[config.mk]
export PLATFORM = sky130hd
export DESIGN_NAME = seq_mul_div
export DESIGN_NICKNAME = d
export VERILOG_FILES = /design/src/rtl/seq_mul_div.sv
export SDC_FILE = /design/constraint.sdc
export NUM_CORES = 1
export LEC_CHECK = 0
export ABC_AREA = 0
export CAP_MARGIN = 20
export CORE_UTILIZATION = 55
export CTS_CLUSTER_DIAMETER = 150
export CTS_CLUSTER_SIZE = 30
export DETAILED_ROUTE_END_ITERATION = 8
export GPL_TIMING_DRIVEN = 0
export PLACE_DENSITY = 0.88
export SETUP_SLACK_MARGIN = 0.3
export SLEW_MARGIN = 20
export SYNTH_ARGS = -nofsm -noshare
export SYNTH_HDL_FRONTEND = slang
export SYNTH_SLANG_ARGS = --single-unit
[constraint.sdc]
create_clock -name clk -period 5.85 [get_ports clk]
set_clock_uncertainty 0.2 [all_clocks]
set_input_delay 1.755 -clock clk [delete_from_list [all_inputs] [get_ports clk]]
set_output_delay 1.755 -clock clk [all_outputs]
set_load 0.01 [all_outputs]
[src/rtl/seq_mul_div.sv]
// Iterative unsigned multiply/divide unit. One row of WIDTH add/subtract cells
// is reused for WIDTH cycles: shift-add multiply, or non-restoring divide.
//
// state | meaning
// IDLE  | waiting for start; operands and mode latched on an accepted start
// CALC  | one add/subtract + shift per cycle, WIDTH iterations
// FIX   | divide only: final remainder correction when it ended negative
// FIN   | outputs and flags registered, done pulse issued next cycle
module seq_mul_div #(
  parameter int WIDTH = 8
) (
  input  logic             clk,
  input  logic             rst,
  input  logic             start,
  input  logic             mul_bar,
  input  logic [WIDTH-1:0] x_in,
  input  logic [WIDTH-1:0] y_hi,
  input  logic [WIDTH-1:0] y_lo,
  output logic             busy,
  output logic             done,
  output logic [WIDTH-1:0] p_hi,
  output logic [WIDTH-1:0] p_lo,
  output logic             ovf,
  output logic             dz
);

  localparam int CW = $clog2(WIDTH + 1);

  typedef enum logic [1:0] {IDLE, CALC, FIX, FIN} state_t;

  state_t           state;
  logic             mode_div;
  logic             exc_dz;
  logic             exc_ovf;
  logic [WIDTH-1:0] x_q;
  logic [WIDTH-1:0] mq;       // multiplier shifting out / dividend out, quotient in
  logic [WIDTH:0]   r;        // accumulator (multiply) or signed partial remainder
  logic [CW-1:0]    cnt;

  logic [WIDTH:0]   x_ext;
  logic [WIDTH:0]   mul_sum;
  logic [WIDTH:0]   div_sh;
  logic [WIDTH:0]   div_new;
  logic             in_dz;
  logic             in_ovf;

  always_comb begin
    x_ext   = {1'b0, x_q};
    mul_sum = {1'b0, r[WIDTH-1:0]} + (mq[0] ? x_ext : '0);
    div_sh  = {r[WIDTH-1:0], mq[WIDTH-1]};
    // Remainder stays within [-X, X), so wrapping modulo 2^(WIDTH+1) is harmless.
    div_new = r[WIDTH] ? (div_sh + x_ext) : (div_sh - x_ext);
    in_dz   = (x_in == '0);
    in_ovf  = !in_dz && (y_hi >= x_in);
  end

  always_ff @(posedge clk or posedge rst) begin
    if (rst) begin
      state    <= IDLE;
      mode_div <= 1'b0;
      exc_dz   <= 1'b0;
      exc_ovf  <= 1'b0;
      x_q      <= '0;
      mq       <= '0;
      r        <= '0;
      cnt      <= '0;
      busy     <= 1'b0;
      done     <= 1'b0;
      p_hi     <= '0;
      p_lo     <= '0;
      ovf      <= 1'b0;
      dz       <= 1'b0;
    end else begin
      done <= 1'b0;
      case (state)
        IDLE: begin
          if (start) begin
            mode_div <= mul_bar;
            x_q      <= x_in;
            mq       <= y_lo;
            cnt      <= CW'(WIDTH);
            busy     <= 1'b1;
            if (mul_bar) begin
              r       <= {1'b0, y_hi};
              exc_dz  <= in_dz;
              exc_ovf <= in_ovf;
              state   <= (in_dz || in_ovf) ? FIN : CALC;
            end else begin
              r       <= '0;
              exc_dz  <= 1'b0;
              exc_ovf <= 1'b0;
              state   <= CALC;
            end
          end
        end
        CALC: begin
          if (mode_div) begin
            r  <= div_new;
            mq <= {mq[WIDTH-2:0], ~div_new[WIDTH]};
          end else begin
            r  <= {1'b0, mul_sum[WIDTH:1]};
            mq <= {mul_sum[0], mq[WIDTH-1:1]};
          end
          cnt <= cnt - CW'(1);
          if (cnt == CW'(1)) state <= mode_div ? FIX : FIN;
        end
        FIX: begin
          if (r[WIDTH]) r <= r + x_ext;
          state <= FIN;
        end
        FIN: begin
          // r holds product high half, remainder, or the untouched y_hi on exceptions
          p_hi  <= r[WIDTH-1:0];
          p_lo  <= (exc_dz || exc_ovf) ? '1 : mq;
          dz    <= exc_dz;
          ovf   <= exc_ovf;
          busy  <= 1'b0;
          done  <= 1'b1;
          state <= IDLE;
        end
        default: state <= IDLE;
      endcase
    end
  end

endmodule

=== Word level (Yosys, flattened, before mapping) ===
Cells that the tools add are included.

* Register bits after elaboration: 54
* Logic and storage cells: 68
* Output and inout bits: 20

* Bitwise operators: 1
* Mux-type cells: 24
* Equal/unequal tests: 7
* Magnitude comparators: 1
* Reduce and logical (&&, ||, !) cells: 15
* Add/sub/neg operators: 5

{| class="wikitable"
|+ Operators by type and width
! kind !! number
|-
| 2-to-1 mux 8 bit || 5
|-
| 2-to-1 mux 9 bit || 4
|-
| one-hot mux 9 bit (3 select lines) || 1
|-
| adder 9 x 8 -> 9 bit || 2
|-
| one-hot mux 8 bit (2 select lines) || 1
|-
| AND reduction 2 bit || 5
|-
| adder 8 x 8 -> 9 bit || 1
|-
| subtractor 9 x 8 -> 9 bit || 1
|-
| >= comparator 8 bit || 1
|-
| logical NOT 8 bit || 1
|-
| 2-to-1 mux 2 bit || 4
|-
| one-hot mux 2 bit (4 select lines) || 1
|-
| one-hot mux 4 bit (2 select lines) || 1
|-
| inequality test 2 bit (second input constant) || 3
|-
| 2-to-1 mux 1 bit || 5
|-
| equality test 2 bit (second input constant) || 2
|-
| equality test 4 x 1 -> 1 bit (second input constant) || 1
|-
| 2-to-1 mux 4 bit || 1
|-
| nonzero test 2 bit || 2
|-
| subtractor 4 x 1 -> 4 bit (second input constant) || 1
|-
| AND reduction 3 bit || 1
|-
| nonzero test 3 bit || 1
|-
| equality test 2 x 1 -> 1 bit (second input constant) || 1
|-
| logical NOT 2 bit || 1
|-
| 5 further kinds || 6
|}

=== Depth between registers and ports, before layout ===
Gate-level depths: netlist (run 1).

* Depth in word-level cells: 8
* Depth in mapped cells: 11
* Mapped depth without buffers: 11

=== Least setup slack after synthesis (run 1) ===
Ideal clock, no wire load.

* Path kind: input to register
* Start: input port y_hi[0]
* End: register state[1]
* Arrival time: 3.078 ns
* Stages: 8
* Path slack: 2.438 ns
* Setup time: 0.134 ns
* Required time: 5.516 ns
* Path through: inv_1 ha_1 nand2b_1 a21o_1 a211o_1 a31o_1 o2111ai_1 o211ai_1

* Cells in the longest elaborated chain, start to end: 7

{| class="wikitable"
|+ RTL lines
! item !! RTL line !! text
|-
| start, declared || 17 || <nowiki>input logic [WIDTH-1:0] y_hi,</nowiki>
|-
| >= comparator 8 bit || 54 || <nowiki>in_ovf = !in_dz && (y_hi >= x_in);</nowiki>
|-
| logical AND 1 bit || 54 ||
|-
| logical OR 1 bit || 87 || <nowiki>state <= (in_dz || in_ovf) ? FIN : CALC;</nowiki>
|-
| 2-to-1 mux 2 bit || 87 ||
|-
| 2-to-1 mux 2 bit || 83 || <nowiki>if (mul_bar) begin</nowiki>
|-
| 2-to-1 mux 2 bit || 77 || <nowiki>if (start) begin</nowiki>
|-
| one-hot mux 2 bit (4 select lines) || 75 || <nowiki>case (state)</nowiki>
|-
| end signal, assigned || 87 ||
|-
| end signal, assigned || 105 || <nowiki>if (cnt == CW'(1)) state <= mode_div ? FIX : FIN;</nowiki>
|-
| end, declared || 31 || <nowiki>state_t state;</nowiki>
|}

Every way passes these cells. The select of a mux whose other input is x is not followed.
A chain may end at the register's enable or synchronous reset.

=== Final worst setup path (run 1) ===
* Start: input port x_in[4]
* End: register state[1]

* Cells in the longest elaborated chain, start to end: 8
* Elaborated cells between the ends (all ways): 9
* Classes of those cells: order compare: 1; mux: 4; reduce/logical: 4

{| class="wikitable"
|+ RTL lines
! item !! RTL line !! text
|-
| start, declared || 16 || <nowiki>input logic [WIDTH-1:0] x_in,</nowiki>
|-
| branches (longest 3 deep; another with >= comparator 8 bit) || - ||
|-
| logical OR 1 bit (*) || 87 ||
|-
| 2-to-1 mux 2 bit (*) || 87 ||
|-
| 2-to-1 mux 2 bit (*) || 83 ||
|-
| 2-to-1 mux 2 bit (*) || 77 ||
|-
| one-hot mux 2 bit (4 select lines) (*) || 75 ||
|}

Mark *: on every way between the ends. The select of a mux whose other input is x is not followed.

==> flow_summary_export.csv, run 1 <==
group,metric,value,unit
clocking,cts.clk_slew.worst_paths,0.10,ns
synth,syn-cell-area,4160,sq um
timing,timing.final.crit_share,64.6,%
critical_path,crit_arrival,3.78,ns
layout,final-instance-count-excl-fill,633,
detailed_routing,drt-total-wl,10600,microns
timing,setup-violations-final,0,
hold_path,holdPathStages,1,
synth,ys_seq_elements,54,
place,gp_congestion,0.920,
synth,yosysMostFrequentCell,"dfrtp_1",
detailed_routing,drt_iter0_markers,290,
clocking,cts_tree,"done",
synth,synthTopCellsByCount,"dfrtp_1, nand2_1, nor2_1",
place,port_buffers,46,
status,status,"finished clean",
pwr,switching_share,49.2,%
place,post-place-ws,1.76,ns
synth,ys.flop_type,"dfrtp_1",
detailed_routing,avgViaCountPerCell,5.95,
timing,worst_hold_slack,0.293,ns
floorplanning,die_area,7910,sq um
layout,fillers,622,
synth,synth_top_area_cell,"dfrtp_1",
clocking,cts-root-buf,"clkbuf_8",
hold_path,hp-start,"p_hi[1]",
critical_path,cp-startpoint,"x_in[4]",
grt,grt_max_degree,55,
timing,fin_tns_setup,0,ns
synth,ys_seq_area_share,32.5,%
critical_path,reg2reg_depth,11,
layout,seq_area,1350,sq um
layout,multi_input_area,2610,sq um
synth,synthTopCellsByArea,"dfrtp_1, ha_1, a21oi_1",
grt,grt_pass1_vias,3588,
timing,fin_ws,2.07,ns
clocking,clk_path_buf_depth,2,
detailed_routing,firstDrtPassIters,5,
layout,drive_gt1_share,5.24,%
pwr,clkPwrFrac,8.2,%
pwr,p_per_area,687,nW/um^2
critical_path,worst-path-max-fanout,2,
timing,fin_crit,3.78,ns
critical_path,critical-path-slowest-cell,"clkdlybuf4s50_1",
floorplanning,die_h,88.9,microns
layout,antenna_cells,0,
grt,grt_usage,28.3,%
grt,antenna_found_initial,0,
synth,syn_area_per_cell,8.66,sq um
place,dpl.hpwl,8170,microns
run,drv_cap,0,
synth,syn_inst,480,
critical_path,setup.worst_path.class,"in -> reg",
timing,fmax,0.265,GHz
critical_path,path_cells,"clkdlybuf4s50_1 > inv_1 > ha_1 > a21oi_1 > o21ai_1 > a211o_1 > a31o_1 > o2111ai_1 > o211ai_1",
clocking,htreeDepth,2,
place,placed_area,4740,sq um
clocking,post_cts_buffers,0,
grt,grt.overflow.total,0,
place,dp.cells,625,
synth,synth-async-reset-ratio,100,%
layout,final_util,66.7,%
hold_path,hold_class,"reg -> reg",
clocking,clock_latency,0.32,ns
grt,grt_pass1_wl,16900,microns
timing,worst_slew_pin_slew,0.694,ns
pwr,p_sw,1.64,mW
timing,drv_slew,0,
layout,nets,605,
pwr,cellInternalPower,1.70,mW
floorplanning,start_util,57.0,%
clocking,cts.sinks,54,
timing,relSlewSlack,53.7,%
detailed_routing,vias,3768,
critical_path,endpoint_kind,"register",
synth,synth_edf_count,0,
pwr,totalPowerFinal,3.34,mW
synth,synth_cell_types,62,
timing,hold_viol_final,0,
synth,syn_nets,552,
floorplanning,ios,48,
pwr,leakage,2.12,nW
critical_path,critPathMaxStageDelay,0.49,ns
synth,synth.top_cell.area_share,32.5,%
floorplanning,die_w,88.9,microns
pwr,ir_drop,0.215,mV
pwr,seqPwrFrac,22.8,%
layout,fin_area,4860,sq um
layout,syn2layout_area_growth,17.0,%
critical_path,regToRegStartpoint,"x_q[1]",
floorplanning,core,7290,sq um
synth,yosys_warnings,0,
detailed_routing,ant_nets,0,
clocking,ctsHoldBuffers,0,
detailed_routing,drc,0,
clocking,ctsResizeCount,0,
floorplanning,core.rowCount,31,
critical_path,cp.required,5.85,ns
timing,rsz0062_at_grt,"no",
detailed_routing,wl_per_cell,16.7,microns
pwr,combPwrFrac,69.0,%
clocking,cts_buffers,5,
critical_path,cp-start-kind,"input port",
cell type report:
type	count	area share, %
plain buffers	21	1.83
clock buffers	6	1.70
clock inverters	2	0.797
inverters	29	2.29
multi-input cells	376	53.6
flip-flops and latches	54	27.8
well taps	99	2.55
repair buffers	46	9.47
final timing paths:
kind / slack, ns / endpoint
max in group asynchronous: 3.27 / x_q[0]
worst min register to register: 0.29 / p_hi[1]
min in group asynchronous: 1.71 / p_hi[6]
worst max register to register: 2.55 / r[6]
worst min-delay path: 0.29 / p_hi[1]
worst max-delay path: 2.07 / state[1]
power groups by stage:
stage | Combinational (mW) | Clock (mW) | Sequential [mW]
floorplan | 1.68 | 0 | 0.720
global placement | 2.16 | 0 | 0.743
detailed placement | 2.24 | 0 | 0.760
CTS | 2.27 | 0.279 | 0.752
global route | 2.56 | 0.293 | 0.780
finish | 2.31 | 0.275 | 0.761
worst max-delay path, delay by kind of cell:
| kind | cells | cell delay (ns) |
|---|---|---|
| compound gates | 6 | 1.17 |
| buf+inv | 2 | 0.55 |
| fa+ha+maj | 1 | 0.31 |
registers in the layout (all words and copies together) (netlist names), 2 cells and up:
signal / cells
cnt: 4
mq: 8
p_hi: 8
p_lo: 8
r: 9
state: 2
x_q: 8
cell families (layout without fill, tap and decap cells):
kind of cell | count (synthesis) | after routing | synth area share [%]
AOI/OAI and AO/OA | 139 | 139 | 21.5
buffers and inverters | 50 | 104 | 4.76
xor gates and xnor gates | 18 | 18 | 3.79
and+or+nand+nor | 150 | 150 | 17.2
DFF | 54 | 54 | 32.5
muxes | 25 | 25 | 6.41
adders and majority gates | 44 | 44 | 13.8
layout by cell type, fill, tap and decap left out, drive strengths merged, types with 3 or more instances in the layout:
cell           instances
dfrtp                 54
nand2                 46
clkdlybuf4s50         46
nor2                  44
a21oi                 43
ha                    41
o21ai                 37
inv                   30
clkbuf                23
mux2                  13
mux2i                 12
nor3                  12
xor2                  10
and2                   9
nand3                  9
xnor2                  8
nand2b                 8
a211oi                 7
a31oi                  7
a21o                   6
nor2b                  5
o221a                  5
o211ai                 4
nor4                   4
buf                    4
nand3b                 3
o22ai                  3
a32o                   3
fa                     3
or2                    3
metal layers:
| layer | track usage, % | wire length (microns) | share of wire (%) |
|---|---|---|---|
| met1 | 39.1 | 4700 | 44 |
| met2 | 45.8 | 5010 | 47 |
| met3 | 3.88 | 568 | 5.4 |
| met4 | 10.1 | 308 | 2.9 |
| met5 | 0 | 0 | 0 |
Note: power is estimated with default switching activity, not from simulation.
==> inputs of run 2 (changes only) <==
- clock period: 5.85 -> 3.5 ns (I/O delays scaled with it)
==> run 2 against run 1 <==
Against the previous run:
- first-iteration DRC count grew 17%
- sequential share of layout area shrank 0.18 points
- design area grew 1.0%
- final cell count grew 0.79%
- sequential cell count is the same
- combinational power grew 70%
- setup slack lost 1.7 ns
- critical endpoint unchanged
==> flow_summary_export.csv, run 2 (same netlist as run 1, synthesis figures left out) <==
group,metric,value,unit
detailed_routing,top_layer,"met4",
critical_path,worst-path-max-fanout,2,
detailed_routing,wl_per_cell,16.7,microns
clocking,cts.clk_slew.worst_paths,0.10,ns
place,port_buffers,46,
timing,fin_crit,3.08,ns
timing,hold_viol_final,0,
detailed_routing,met1_length,4570,microns
clocking,htreeDepth,2,
detailed_routing,drt_iter0_markers,339,
clocking,cts_tree,"done",
hold_path,hold_class,"reg -> reg",
layout,fillers,615,
floorplanning,core.rowCount,31,
layout,seq_area,1360,sq um
pwr,seqPwrFrac,22.5,%
layout,fin_area,4910,sq um
floorplanning,ios,48,
pwr,ir_drop,0.367,mV
critical_path,cp.required,3.50,ns
critical_path,endpoint_kind,"register",
detailed_routing,vias,3816,
detailed_routing,drc,0,
pwr,cellInternalPower,2.88,mW
clocking,cts_buffers,5,
grt,grt.overflow.total,0,
place,gp_congestion,0.920,
pwr,switching_share,49.0,%
floorplanning,die_h,88.9,microns
clocking,ctsHoldBuffers,0,
detailed_routing,dr_wl_met2,5100,microns
critical_path,cp-start-kind,"input port",
status,status,"finished clean",
floorplanning,die_area,7910,sq um
timing,setup-violations-final,0,
grt,grt_max_degree,55,
timing,worst_slew_pin_slew,0.691,ns
pwr,p_sw,2.77,mW
timing,fmax,0.324,GHz
floorplanning,core,7290,sq um
timing,timing.final.crit_share,88.1,%
timing,fin_ws,0.418,ns
critical_path,critPathMaxStageDelay,0.49,ns
layout,largest_reg_flops,9,
layout,syn2layout_area_growth,18.2,%
layout,multi_input_area,2610,sq um
critical_path,critical-path-slowest-cell,"clkdlybuf4s50_1",
critical_path,cp-startpoint,"x_in[4]",
place,placed_area,4740,sq um
clocking,cts.sinks,54,
timing,rsz0062_at_grt,"no",
layout,drive_gt1_share,7.61,%
layout,final_cell_mix,"dfrtp_1, nand2_1, clkdlybuf4s50_1, nor2_1",
grt,grt_usage,28.4,%
critical_path,crit_arrival,3.08,ns
floorplanning,die_w,88.9,microns
layout,top_register,"r",
critical_path,setup.worst_path.class,"in -> reg",
pwr,clkPwrFrac,8.1,%
grt,grt_pass1_vias,3605,
critical_path,path_cells,"clkdlybuf4s50_1 > inv_1 > ha_1 > a21oi_1 > o21ai_1 > a211o_1 > a31o_1 > o2111ai_1 > o211ai_1",
clocking,cts-root-buf,"clkbuf_8",
place,post-place-ws,0.115,ns
detailed_routing,avgViaCountPerCell,5.98,
clocking,clock_latency,0.32,ns
grt,grt_pass1_wl,17000,microns
run,drv_cap,0,
grt,antenna_found_initial,0,
pwr,combPwrFrac,69.4,%
timing,relSlewSlack,53.9,%
detailed_routing,ant_nets,0,
detailed_routing,drt-total-wl,10700,microns
layout,nets,610,
hold_path,hp-start,"p_hi[1]",
critical_path,regToRegStartpoint,"x_q[0]",
layout,antenna_cells,0,
floorplanning,start_util,57.0,%
pwr,leakage,2.15,nW
timing,drv_slew,0,
place,dpl.hpwl,8170,microns
layout,layout_commonest_cell,"dfrtp_1",
clocking,clk_path_buf_depth,2,
timing,fin_tns_setup,0,ns
pwr,p_per_area,1150,nW/um^2
detailed_routing,wl_met3,697,microns
detailed_routing,firstDrtPassIters,6,
[run 2: cell types whose count changed in the layout (fill, tap and decap cells not counted)]
cell,delta
a21oi_1,-1
a21oi_2,+1
buf_4,+5
clkbuf_1,-1
clkbuf_2,+1
dfrtp_1,-4
dfrtp_2,+4
fa_1,-1
fa_2,+1
mux2_1,-1
mux2_2,+1
[run 2: area by class of cell]
cell class | instances | area share [%]
plain buffers | 21 | 1.83
clock buffers | 6 | 1.68
clock inverters | 2 | 0.789
inverters | 29 | 2.27
multi-input cells | 376 | 53.2
flip-flops and latches | 54 | 27.6
well taps | 99 | 2.52
repair buffers | 51 | 10.1
[run 2: power by group through the flow]
stage / Sequential [mW] / Clock [mW] / Combinational [mW]
after floorplan: 1.20 / 0 / 2.80
after global placement: 1.24 / 0 / 3.61
after detailed placement: 1.27 / 0 / 3.75
after CTS: 1.26 / 0.466 / 3.80
after global routing: 1.30 / 0.489 / 4.34
final: 1.27 / 0.458 / 3.93
[run 2: stage by stage]
stage | total power, mW | util, % | hold WS, ns | instances
after floorplan | 4.01 | - | 0.264 | 480
after global placement | 4.85 | 65.0 | 0.266 | 625
after detailed placement | 5.02 | 65.0 | 0.274 | 625
after CTS | 5.52 | 66.7 | 0.297 | 633
after global routing | 6.14 | 67.4 | 0.317 | 638
final | 5.65 | 67.4 | 0.292 | 638
[run 2: routing by layer]
metal  vias to the layer above  global-route usage, %
met3                        23                   3.88
met1                      1798                   39.1
met2                       160                   46.4
li1                       1835                      -
met5                         -                      0
met4                         0                   10.1
[run 2: what timing repair did]
action | in CTS | in global routing
buffers inserted | 0 | 5
resized for setup | 2 | 7
endpoints found under the setup margin | 1 | 2
pin swaps | 0 | 1
endpoints found under the hold margin | 0 | 0
[run 2: critical path: cells and delay by family]
family | cells | cell delay (ns)
buffers and inverters | 2 | 0.55
AOI/OAI and AO/OA | 6 | 1.18
adders and majority gates | 1 | 0.31
[run 2: worst paths after layout]
kind,cells past startpoint,end,slack (ns)
worst max-delay path,9,state[1],0.42
worst min-delay path,1,p_hi[1],0.29
worst max register to register,11,r[6],0.42
worst min register to register,1,p_hi[1],0.29
max in group asynchronous,2,x_q[0],1.58
min in group asynchronous,2,p_hi[6],1.01
==> inputs of run 3 (changes only) <==
- GPL_ROUTABILITY_DRIVEN: not set -> 0
==> run 3 against run 2 <==
Against the previous run:
- fmax decreased by 0.12%
- first-iteration DRC count grew 17%
- sequential cell count unchanged
- highest routed layer unchanged
- sequential share of layout area increased by 0.25 points
- critical endpoint is now r[6]
- register-to-register slack about the same
- largest power group unchanged
- die area unchanged
- total power shrank 0.30%
==> flow_summary_export.csv, run 3 (same netlist as run 1, synthesis figures left out) <==
group,metric,value,unit
place,dpl.hpwl,8130,microns
critical_path,setup.worst_path.class,"reg -> reg",
floorplanning,core,7290,sq um
layout,final_cell_mix,"dfrtp_1, nand2_1, clkdlybuf4s50_1, nor2_1",
detailed_routing,wl_per_cell,16.8,microns
layout,antenna_cells,0,
pwr,totalPowerFinal,5.64,mW
hold_path,hold_class,"reg -> reg",
floorplanning,core.rowCount,31,
timing,timing.final.crit_share,88.2,%
layout,drive_gt1_share,6.37,%
clocking,htreeDepth,2,
layout,largest_reg_flops,9,
layout,layout_commonest_cell,"dfrtp_1",
layout,nets,605,
place,post-place-ws,0.156,ns
floorplanning,die_w,88.9,microns
grt,antenna_found_initial,0,
grt,grt_pass1_vias,3687,
place,dp.cells,625,
timing,fin_ws,0.414,ns
critical_path,cp-start-kind,"register",
clocking,clock_latency,0.32,ns
critical_path,cp.required,3.56,ns
critical_path,reg2reg_slack,0.41,ns
critical_path,path_cells,"inv_1 > ha_1 > mux2_1 > inv_1 > fa_1 > nand3b_1 > a21oi_2 > mux2i_1 > or4_1 > a21oi_1 > o2bb2ai_1",
pwr,ir_drop,0.443,mV
critical_path,reg2reg_depth,11,
clocking,cts.clk_slew.worst_paths,0.11,ns
detailed_routing,drc,0,
critical_path,worst-path-max-fanout,8,
timing,fin_crit,3.09,ns
critical_path,crit_arrival,3.15,ns
layout,top_register,"r",
timing,relSlewSlack,55.3,%
timing,fmax,0.324,GHz
clocking,cts_tree,"done",
detailed_routing,firstDrtPassIters,4,
timing,fin_tns_setup,0,ns
floorplanning,die_area,7910,sq um
detailed_routing,ant_nets,0,
layout,final-instance-count-excl-fill,633,
timing,hold_viol_final,0,
floorplanning,die_h,88.9,microns
layout,fillers,602,
clocking,cts.sinks,54,
grt,grt.overflow.total,0,
pwr,leakage,2.12,nW
layout,syn2layout_area_growth,17.2,%
critical_path,reg2reg_to,"r[6]",
hold_path,holdPathEnd,"p_hi[7]",
critical_path,cpLargestDelayFamily,"simple AND/OR/NAND/NOR gates",
critical_path,cp_num_buf_inv,2,
critical_path,crit_top_cell,"inv_1",
hold_path,hp-start,"p_hi[7]",
timing,worst_slew_pin_slew,0.671,ns
pwr,p_per_area,1160,nW/um^2
status,status,"finished clean",
timing,setup-violations-final,0,
hold_path,holdPathStages,1,
floorplanning,start_util,57.0,%
clocking,clk_path_buf_depth,2,
clocking,post_cts_buffers,0,
layout,final_util,66.8,%
timing,drv_slew,0,
critical_path,critPathMaxStageDelay,0.52,ns
clocking,cts_buffers,5,
timing,rsz0062_at_grt,"no",
critical_path,critical-path-slowest-cell,"or4_1",
detailed_routing,drt-total-wl,10600,microns
clocking,cts-root-buf,"clkbuf_8",
detailed_routing,avgViaCountPerCell,6.19,
detailed_routing,vias,3917,
critical_path,regToRegStartpoint,"x_q[1]",
detailed_routing,drt_iter0_markers,396,
critical_path,endpoint_kind,"register",
floorplanning,ios,48,
grt,grt_usage,28.4,%
run,drv_cap,0,
place,port_buffers,46,
clocking,ctsHoldBuffers,0,
grt,grt_max_degree,55,
grt,grt_pass1_wl,17400,microns
-- run 3: cell types whose count changed in the layout (fill, tap and decap cells not counted), sizes merged --
cell      before  now
buf            9    4
clkinvlp       0    1
clkbuf        23   22
-- run 3: report_power, final --
| part | switching [mW] | total (mW) | internal (mW) |
|---|---|---|---|
| combinational | 2.21 | 3.91 | 1.70 |
| clock | 0.240 | 0.458 | 0.219 |
| sequential | 0.350 | 1.26 | 0.914 |
-- run 3: metrics by stage --
stage	area, sq um	hold slack, ns
global placement	4740	0.266
CTS	4860	0.300
finish	4870	0.293
detailed placement	4740	0.274
floorplan	4160	0.264
global route	4870	0.312
-- run 3: area by class of cell --
class | count | area, sq um | area share (%)
multi-input cells | 376 | 2610 | 53.6
well taps | 99 | 124 | 2.54
inverters | 29 | 111 | 2.29
clock inverters | 3 | 48.8 | 1.00
flip-flops and latches | 54 | 1360 | 27.8
clock buffers | 5 | 68.8 | 1.41
plain buffers | 21 | 90.1 | 1.85
repair buffers | 46 | 460 | 9.45
-- run 3: how the worst max path moves through the flow --
stage / from / endpoint / slack (ns) / cells past startpoint
6_report: x_q[1] / r[6] / 0.41 / 11
5_1_grt: x_q[1] / r[6] / 0.30 / 11
2_1_floorplan: x_q[1] / r[6] / 0.70 / 11
3_5_place_dp: x_in[4] / state[1] / 0.16 / 9
3_3_place_gp: rst / x_q[3] / -0.09 / 2
4_1_cts: x_q[1] / r[6] / 0.35 / 11
-- run 3: per-layer routing --
| layer | share of wire, % | vias up | GRT usage [%] |
|---|---|---|---|
| met2 | 48 | 160 | 49.4 |
| met5 | 0 | - | 0 |
| li1 | - | 1832 | - |
| met4 | 2.0 | 0 | 8.23 |
| met1 | 43 | 1904 | 37.3 |
| met3 | 6.1 | 21 | 3.69 |
-- run 3: timing repair --
action	CTS	global route
resized for setup	0	7
endpoints found under the setup margin	0	3
hold endpoints to repair	0	0
